**src/rtl/compressor_tree_pkg.sv**
```systemverilog
// rtl/compressor_tree_pkg.sv - shared types and sizing helpers for the carry-save reduction tree
package compressor_tree_pkg;

  typedef struct packed {
    logic valid;
    logic first;
    logic last;
  } stage_sb_t;

  function automatic int tree_layers(input int n);
    return $clog2(n) - 1;
  endfunction

  function automatic int layer_width(input int n, input int k);
    return n >> k;
  endfunction

  // Stage k's vectors start at this index in the flattened stage register file.
  function automatic int stage_offset(input int n, input int k);
    return 2 * n - 2 * (n >> k);
  endfunction

endpackage

```
**src/rtl/compressor_tree_if.sv**
```systemverilog
// rtl/compressor_tree_if.sv - beat/result handshake bundle between producer, tree and adder
interface compressor_tree_if #(
  parameter int N_IN     = 8,
  parameter int IN_SIZE  = 14,
  parameter int OUT_SIZE = 20
);
  logic                in_valid_i;
  logic                in_ready_o;
  logic [IN_SIZE-1:0]  in_data_i [N_IN];
  logic                in_first_i;
  logic                in_last_i;
  logic                out_valid_o;
  logic                out_ready_i;
  logic [OUT_SIZE-1:0] sum_o;
  logic [OUT_SIZE-1:0] carry_o;

  modport slave (
    input  in_valid_i, in_data_i, in_first_i, in_last_i, out_ready_i,
    output in_ready_o, out_valid_o, sum_o, carry_o
  );

  modport master (
    output in_valid_i, in_data_i, in_first_i, in_last_i, out_ready_i,
    input  in_ready_o, out_valid_o, sum_o, carry_o
  );
endinterface

```
**src/rtl/compressor_4_2_cell.sv**
```systemverilog
// rtl/compressor_4_2_cell.sv - single-bit 4:2 compressor built from two chained full adders
module compressor_4_2_cell (
  input  logic a,
  input  logic b,
  input  logic c,
  input  logic d,
  input  logic cin,
  output logic sum,
  output logic carry,
  output logic cout
);
  logic s1;

  // cout does not depend on cin, so the lateral chain never ripples.
  assign s1    = a ^ b ^ c;
  assign cout  = (a & b) | (a & c) | (b & c);
  assign sum   = s1 ^ d ^ cin;
  assign carry = (s1 & d) | (s1 & cin) | (d & cin);
endmodule

```
**src/rtl/compressor_tree_layer.sv**
```systemverilog
// rtl/compressor_tree_layer.sv - combinational layer reducing N_VEC vectors to N_VEC/2 via 4:2 cells
module compressor_tree_layer #(
  parameter int N_VEC = 4,
  parameter int WIDTH = 20
) (
  input  logic [N_VEC-1:0][WIDTH-1:0]   in_vec,
  output logic [N_VEC/2-1:0][WIDTH-1:0] out_vec
);
  for (genvar g = 0; g < N_VEC / 4; g++) begin : g_grp
    logic [WIDTH-1:0] s;
    logic [WIDTH-2:0] c;
    logic [WIDTH-2:0] co;
    logic [WIDTH-1:0] cin_v;

    assign cin_v = {co, 1'b0};

    for (genvar b = 0; b < WIDTH - 1; b++) begin : g_bit
      compressor_4_2_cell u_cell (
        .a     (in_vec[4*g][b]),
        .b     (in_vec[4*g+1][b]),
        .c     (in_vec[4*g+2][b]),
        .d     (in_vec[4*g+3][b]),
        .cin   (cin_v[b]),
        .sum   (s[b]),
        .carry (c[b]),
        .cout  (co[b])
      );
    end

    // At the MSB both weight-2 outputs fall off the end, only the sum bit survives.
    assign s[WIDTH-1] = ^{in_vec[4*g][WIDTH-1], in_vec[4*g+1][WIDTH-1],
                          in_vec[4*g+2][WIDTH-1], in_vec[4*g+3][WIDTH-1], cin_v[WIDTH-1]};

    assign out_vec[2*g]   = s;
    assign out_vec[2*g+1] = {c, 1'b0};
  end
endmodule

```
**src/rtl/compressor_tree.sv**
```systemverilog
// rtl/compressor_tree.sv - pipelined N-operand 4:2 reduction tree with carry-save packet accumulator
module compressor_tree
  import compressor_tree_pkg::*;
#(
  parameter int N_IN     = 8,
  parameter int IN_SIZE  = 14,
  parameter int OUT_SIZE = 20,
  parameter int ACC_EN   = 1
) (
  input logic              clk_i,
  input logic              rst_i,
  compressor_tree_if.slave bus
);
  localparam int L     = tree_layers(N_IN);
  localparam int TOTAL = stage_offset(N_IN, L + 1);

  logic                          en;
  logic [TOTAL-1:0][OUT_SIZE-1:0] vec_q;
  logic [TOTAL-1:0][OUT_SIZE-1:0] vec_d;
  stage_sb_t [L:0]               sb_q;
  logic [OUT_SIZE-1:0]           acc_sum;
  logic [OUT_SIZE-1:0]           acc_carry;
  logic                          out_valid;
  logic [3:0][OUT_SIZE-1:0]      acc_in;
  logic [1:0][OUT_SIZE-1:0]      acc_next;
  logic                          acc_first;
  logic                          acc_last;
  logic                          acc_write;

  assign en              = !(out_valid && !bus.out_ready_i);
  assign bus.in_ready_o  = en;
  assign bus.out_valid_o = out_valid;
  assign bus.sum_o       = acc_sum;
  assign bus.carry_o     = acc_carry;

  for (genvar i = 0; i < N_IN; i++) begin : g_ext
    logic signed [IN_SIZE-1:0] op;
    assign op       = bus.in_data_i[i];
    assign vec_d[i] = OUT_SIZE'(op);
  end

  for (genvar k = 1; k <= L; k++) begin : g_layer
    localparam int NI = layer_width(N_IN, k - 1);
    localparam int NO = layer_width(N_IN, k);
    localparam int OI = stage_offset(N_IN, k - 1);
    localparam int OO = stage_offset(N_IN, k);

    compressor_tree_layer #(.N_VEC(NI), .WIDTH(OUT_SIZE)) u_layer (
      .in_vec  (vec_q[OI +: NI]),
      .out_vec (vec_d[OO +: NO])
    );
  end

  assign acc_first = (ACC_EN == 0) || sb_q[L].first;
  assign acc_last  = (ACC_EN == 0) || sb_q[L].last;
  assign acc_write = en && sb_q[L].valid;

  always_comb begin
    acc_in[0] = vec_q[TOTAL-2];
    acc_in[1] = vec_q[TOTAL-1];
    acc_in[2] = acc_first ? '0 : acc_sum;
    acc_in[3] = acc_first ? '0 : acc_carry;
  end

  compressor_tree_layer #(.N_VEC(4), .WIDTH(OUT_SIZE)) u_acc (
    .in_vec  (acc_in),
    .out_vec (acc_next)
  );

  always_ff @(posedge clk_i) begin
    if (rst_i) begin
      vec_q     <= '0;
      sb_q      <= '0;
      acc_sum   <= '0;
      acc_carry <= '0;
      out_valid <= 1'b0;
    end else begin
      if (en) begin
        vec_q   <= vec_d;
        sb_q[0] <= '{valid: bus.in_valid_i, first: bus.in_first_i, last: bus.in_last_i};
        for (int k = 1; k <= L; k++) begin
          sb_q[k] <= sb_q[k-1];
        end
      end
      if (acc_write) begin
        acc_sum   <= acc_next[0];
        acc_carry <= acc_next[1];
      end
      // A new last beat wins over the handshake that would clear the flag.
      if (acc_write && acc_last) begin
        out_valid <= 1'b1;
      end else if (out_valid && bus.out_ready_i) begin
        out_valid <= 1'b0;
      end
    end
  end
endmodule
```
**src/flat_wrapper.sv**
```systemverilog
// flat-port wrapper written by rule: the top's interface ports become plain ports
module compressor_tree_flat import compressor_tree_pkg::*;
#(
  parameter int N_IN     = 8,
  parameter int IN_SIZE  = 14,
  parameter int OUT_SIZE = 20,
  parameter int ACC_EN   = 1
)
  (clk_i, rst_i, bus_in_valid_i, bus_in_data_i, bus_in_first_i, bus_in_last_i, bus_out_ready_i, bus_in_ready_o, bus_out_valid_o, bus_sum_o, bus_carry_o);
  compressor_tree_if #(.N_IN(N_IN), .IN_SIZE(IN_SIZE), .OUT_SIZE(OUT_SIZE)) bus_i ();
  input logic clk_i;
  input logic rst_i;
  input wire logic [$bits(bus_i.in_valid_i)-1:0] bus_in_valid_i;
  input wire logic [$bits(bus_i.in_data_i)-1:0] bus_in_data_i;
  input wire logic [$bits(bus_i.in_first_i)-1:0] bus_in_first_i;
  input wire logic [$bits(bus_i.in_last_i)-1:0] bus_in_last_i;
  input wire logic [$bits(bus_i.out_ready_i)-1:0] bus_out_ready_i;
  output wire logic [$bits(bus_i.in_ready_o)-1:0] bus_in_ready_o;
  output wire logic [$bits(bus_i.out_valid_o)-1:0] bus_out_valid_o;
  output wire logic [$bits(bus_i.sum_o)-1:0] bus_sum_o;
  output wire logic [$bits(bus_i.carry_o)-1:0] bus_carry_o;
  assign bus_i.in_valid_i = bus_in_valid_i;
  assign bus_i.in_data_i = {>>{bus_in_data_i}};
  assign bus_i.in_first_i = bus_in_first_i;
  assign bus_i.in_last_i = bus_in_last_i;
  assign bus_i.out_ready_i = bus_out_ready_i;
  assign bus_in_ready_o = bus_i.in_ready_o;
  assign bus_out_valid_o = bus_i.out_valid_o;
  assign bus_sum_o = bus_i.sum_o;
  assign bus_carry_o = bus_i.carry_o;
  compressor_tree #(.N_IN(N_IN), .IN_SIZE(IN_SIZE), .OUT_SIZE(OUT_SIZE), .ACC_EN(ACC_EN)) u_core (.clk_i(clk_i), .rst_i(rst_i), .bus(bus_i));
endmodule
```
**config.mk**
```make
export PLATFORM = sky130hd
export DESIGN_NAME = compressor_tree_flat
export DESIGN_NICKNAME = d
export VERILOG_FILES = /design/src/rtl/compressor_tree_pkg.sv /design/src/rtl/compressor_tree_if.sv /design/src/rtl/compressor_4_2_cell.sv /design/src/rtl/compressor_tree_layer.sv /design/src/rtl/compressor_tree.sv /design/src/flat_wrapper.sv
export SDC_FILE = /design/constraint.sdc
export NUM_CORES = 1
export LEC_CHECK = 0
export BUFFER_PORTS_ARGS = -buffer_cell sky130_fd_sc_hd__buf_2
export CAP_MARGIN = 20
export CORE_ASPECT_RATIO = 2
export CORE_MARGIN = 4
export CORE_UTILIZATION = 39
export DETAILED_ROUTE_END_ITERATION = 8
export GPL_TIMING_DRIVEN = 0
export PLACE_DENSITY = 0.62
export SLEW_MARGIN = 10
export SYNTH_ARGS = -nofsm -noshare
export SYNTH_HDL_FRONTEND = slang
export SYNTH_HIERARCHICAL = 1
export SYNTH_SLANG_ARGS = --single-unit
```
**constraint.sdc**
```tcl
create_clock -name clk_i -period 5.3 [get_ports clk_i]
set_input_delay 1.06 -clock clk_i [delete_from_list [all_inputs] [get_ports clk_i]]
set_output_delay 1.06 -clock clk_i [all_outputs]
set_load 0.01 [all_outputs]
```
Word-level counts from Yosys, hierarchy flattened
Index checks and enable logic that the tools add are counted.
{ "word_totals": {"register_bits": 277, "input_bits": 118} }
{ "op_classes": {"n_mux": 4, "bitwise": 1027, "reduce_logical": 11} }
{ "ops": {"columns": ["op", "n"], "rows": [
  ["AND 1 bit", 441],
  ["bitwise XOR 1 bit", 296],
  ["OR 1 bit", 290],
  ["2-to-1 mux 20 bit", 2],
  ["parity 5 bit", 4],
  ["logical AND 1 bit", 4],
  ["logical NOT 1 bit", 2],
  ["2-to-1 mux 1 bit", 2],
  ["nonzero test 2 bit", 1]
]} }

Logic depth before layout (Yosys ltp)
{ "logic_depth": {"depth_word": 7, "depth_mapped": 10, "mapped_depth_nobuf": 9} }

By module
The synthesis kept the hierarchy.
{ "modules_own_cells": {"columns": ["mod", "instances", "cells_per_inst", "area_per_inst_um2", "seq_area_each_um2"], "rows": [
  ["compressor_tree", 1, 1276, 10173.5, 5645.4],
  ["compressor_4_2_cell", 76, 10, 70.1, 0.0],
  ["compressor_tree_layer (u_core.g_layer[2].u_layer ...)", 2, 5, 51.3, 0.0],
  ["compressor_tree_layer (u_core.g_layer[1].u_layer)", 1, 9, 98.8, 0.0]
]} }

Worst setup path before layout
OpenSTA, ideal clock, no wires.
{ "synth_timing": {"path_kind": "in2out", "startpoint": "input bus_out_ready_i", "endpoint": "output bus_in_ready_o", "arrival_ps": 1553, "slack_ps": 2687, "stages": 4, "n_path_buf": 2, "path_cell_list": "nor2b_4 > inv_2 > buf_2 > buf_2"} }
{ "synth_via": {"elab_chain_len": 3} }
{ "synth_rtl": {"columns": ["item", "line_no", "text"], "rows": [
  ["start: declaration", "flat_wrapper.sv:17", "input wire logic [$bits(bus_i.out_ready_i)-1:0] bus_out_ready_i;"],
  ["logical NOT 1 bit", "compressor_tree.sv:30", "assign en = !(out_valid && !bus.out_ready_i);"],
  ["logical AND 1 bit", "compressor_tree.sv:30", null],
  ["logical NOT 1 bit", "compressor_tree.sv:30", null],
  ["end: declaration", "flat_wrapper.sv:18", "output wire logic [$bits(bus_i.in_ready_o)-1:0] bus_in_ready_o;"]
]} }
No other way between the ends.

Final worst setup path
Same ends and word-level chain as after synthesis.

==> impl_metrics.csv <==
group,metric,value,unit
status,status,"finished, final reports clean",
cts,clock-sinks,282,
timing,fmax,0.310,GHz
setup_path,critPathMaxFanout,10,
power_and_ir_drop,power.internal,3.89,mW
grt,grt_pass1_vias,13106,
power_and_ir_drop,p_total,5.48,mW
timing,skew,0.00857,ns
cts,clk_pin_slew,0.07,ns
routing,drtIter0Drc,434,
layout,diodes,0,
logic_synthesis,ys_seq_area_frac,0.360,
placement,io_buffer_count,158,
logic_synthesis,synth_area_per_cell,7.64,um2
grt,grtUsageTotal,0.197,
layout,nets,2517,
timing,min_period,3.22,ns
cts,cts_root_buf,"clkbuf_16",
power_and_ir_drop,p_seq_frac,0.440,
cts,cts_max_level,1,
routing,dr_total_vias,12296,
logic_synthesis,ys_seq_elements,282,
setup_path,crit_start,"bus_out_ready_i",
routing,antenna_left,0,
timing,rsz0062_at_grt,"no",
die,row_count,103,
routing,viasPerCell,4.41,
logic_synthesis,synth_top_area_share,0.360,
power_and_ir_drop,power-per-cell-area,303,mW/mm2
setup_path,crit_required,4.24,ns
run,drv_cap,0,
timing,relSlewSlack,0.417,
placement,gp_congestion,0.896,
logic_synthesis,syn_inst,2055,
logic_synthesis,yosysWarnings,6,
setup_path,r2r_cells,8,
logic_synthesis,async_reset_ff_frac,0,
cts,clk_path_buf_depth,3,
timing,fin_setup_tns,0,ns
setup_path,endpoint_kind,"primary output",
power_and_ir_drop,sw_frac_of_total,0.290,
logic_synthesis,synth_top_cells_by_area,"dfxtp_1, fa_1, inv_1",
cts,tritoncts,"built",
power_and_ir_drop,irDropWorstVdd,0.214,mV
routing,drc_errors,0,
setup_path,reg2reg_slack,2.90,ns
setup_path,endpoint,"bus_in_ready_o",
layout,n_fill_cell,4134,
routing,drt-wirelength-per-cell,15.3,um
power_and_ir_drop,leakage,8.67,nW
logic_synthesis,yosys.area.top_type,"dfxtp_1",
die,start_util,0.396,
logic_synthesis,synth_edf_count,0,
routing,firstDrtPassIters,5,
timing,setup_viol,0,
grt,antenna_found_initial,0,
cts,numCtsBuffers,27,
cts,clkLatencyLatePin,0.54,ns
die,core,0.0397,mm2
setup_path,r2r_end,"u_core/bus.sum_o[18]",
layout,layout-drive-gt1-share,0.119,
grt,overflow,0,
placement,dpl.hpwl,35.4,mm
cts,cts_setup_buffers,0,
logic_synthesis,synthFlopType,"dfxtp_1",
timing,drv_slew,0,
setup_path,r2r-start,"u_core/acc_first",
grt,grt_max_degree,16,
power_and_ir_drop,power_frac_comb,0.194,
timing,worstMarginPinSlew,0.875,ns
logic_synthesis,syn-cell-area,0.0157,mm2
power_and_ir_drop,p_sw,1.59,mW
setup_path,crit_type,"input pin to primary output",
die,io-pin-count,160,
die,dieArea,0.0437,mm2
grt,grt_pass1_wl,67.6,mm
die,die_y,292,um
setup_path,start_kind,"input pin",
cts,postCtsHoldBufs,0,
logic_synthesis,synthMostInstantiatedCell,"inv_1",
routing,finalWirelength,42.7,mm
cts,cts_resized,0,
timing,fin_crit_sh,0.608,
die,die_w,150,um
logic_synthesis,yosys-top-cells-count,"inv_1, nand2_1, a21oi_1, dfxtp_1, fa_1",
logic_synthesis,netlist-cell-type-count,19,
power_and_ir_drop,clkPwrFrac,0.366,
min_path,hold_path_class,"flip-flop to flip-flop",
timing,finalHoldViolCount,0,
setup_path,arrival,2.16,ns
layout,syn2layout_area_growth,15.1,%
timing,fin_hold_ws,0.449,ns
==> cells in the final DEF (no fill, tap or decap), drive strengths merged <==
cell type,n
clkbuf,77
nand2,483
clkinvlp,2
xor2,4
inv,611
buf,226
dfxtp,282
bufinv,3
fa,152
a21oi,282
xnor2,4
o21ai,40
nand3,40
clkinv,7
conb,8
nor2b,41
xnor3,4
==> worst min-delay path by stage <==
stage,slack (ns),startpoint,to,cells past startpoint
after floorplan,0.43,u_core/acc_in[0],u_core/acc_in[0],2
after global placement,0.44,u_core/vec_q[120],u_core/vec_q[120],2
after detailed placement,0.44,u_core/vec_q[170],u_core/vec_q[170],2
after CTS,0.45,u_core/vec_q[41],u_core/vec_q[41],2
after global routing,0.47,u_core/vec_q[238],u_core/vec_q[238],2
final,0.45,u_core/vec_q[142],u_core/vec_q[142],2
==> cell type report <==
type / count / area (um2) / share of cell area
Timing Repair Buffer: 158 / 791 / 0.0437
Clock inverter: 13 / 153 / 0.00845
Sequential cell: 282 / 5650 / 0.312
Inverter: 610 / 2290 / 0.127
Multi-Input combinational cell: 1058 / 7120 / 0.394
Clock buffer: 35 / 756 / 0.0418
Buffer: 110 / 662 / 0.0366
Tap cell: 525 / 657 / 0.0363
==> power groups by stage <==
stage               sequential (mW)  combinational (mW)  clock [mW]
finish                         2.41                1.06        2.01
global route                   2.44                1.25        2.13
CTS                            2.42                1.08        2.06
detailed placement             2.46                1.07           0
global placement               2.46                1.05           0
floorplan                      2.43               0.750           0
==> kinds of logic after synthesis <==
family	Yosys count	share of synthesized area
AOI/OAI and AO/OA	322	0.103
xor gates and xnor gates	12	0.0102
adders and majority gates	152	0.194
buffers and inverters	720	0.188
DFF	282	0.360
other	3	0.000717
and+or+nand+nor	564	0.145
==> registers in the layout (all words and copies together), names as in the netlist <==
register and count:
u_core/bus.out_valid_o 1, u_core/bus.sum_o 20, u_core/acc_in 40, u_core/sb_q 7, u_core/acc_first 1, u_core/vec_q 192
u_core/bus.carry_o 20, u_core/acc_last 1
==> metal layers <==
metal | vias to the layer above | routed length, um | track usage
met1 | 5695 | 14700 | 0.194
met4 | 0 | 2040 | 0.0883
met3 | 87 | 1610 | 0.0230
met5 | - | 0 | 0
li1 | 6243 | - | -
met2 | 271 | 24300 | 0.396
==> metrics by stage <==
stage	worst slack (ns)	cells	instance area (um2)	utilization
floorplan	2.69	2060	15700	-
global placement	2.04	2743	17200	0.432
detailed placement	2.05	2743	17200	0.432
CTS	2.04	2791	18100	0.455
global route	2.00	2791	18100	0.455
finish	2.08	2791	18100	0.455
==> critical path, stage by stage <==
cell     delay, ns
buf_2         0.10
nor2b_4       0.05
inv_2         0.10
buf_2         0.28
buf_2         0.37
buf_2         0.20
Power figures use the tool's default switching activity.
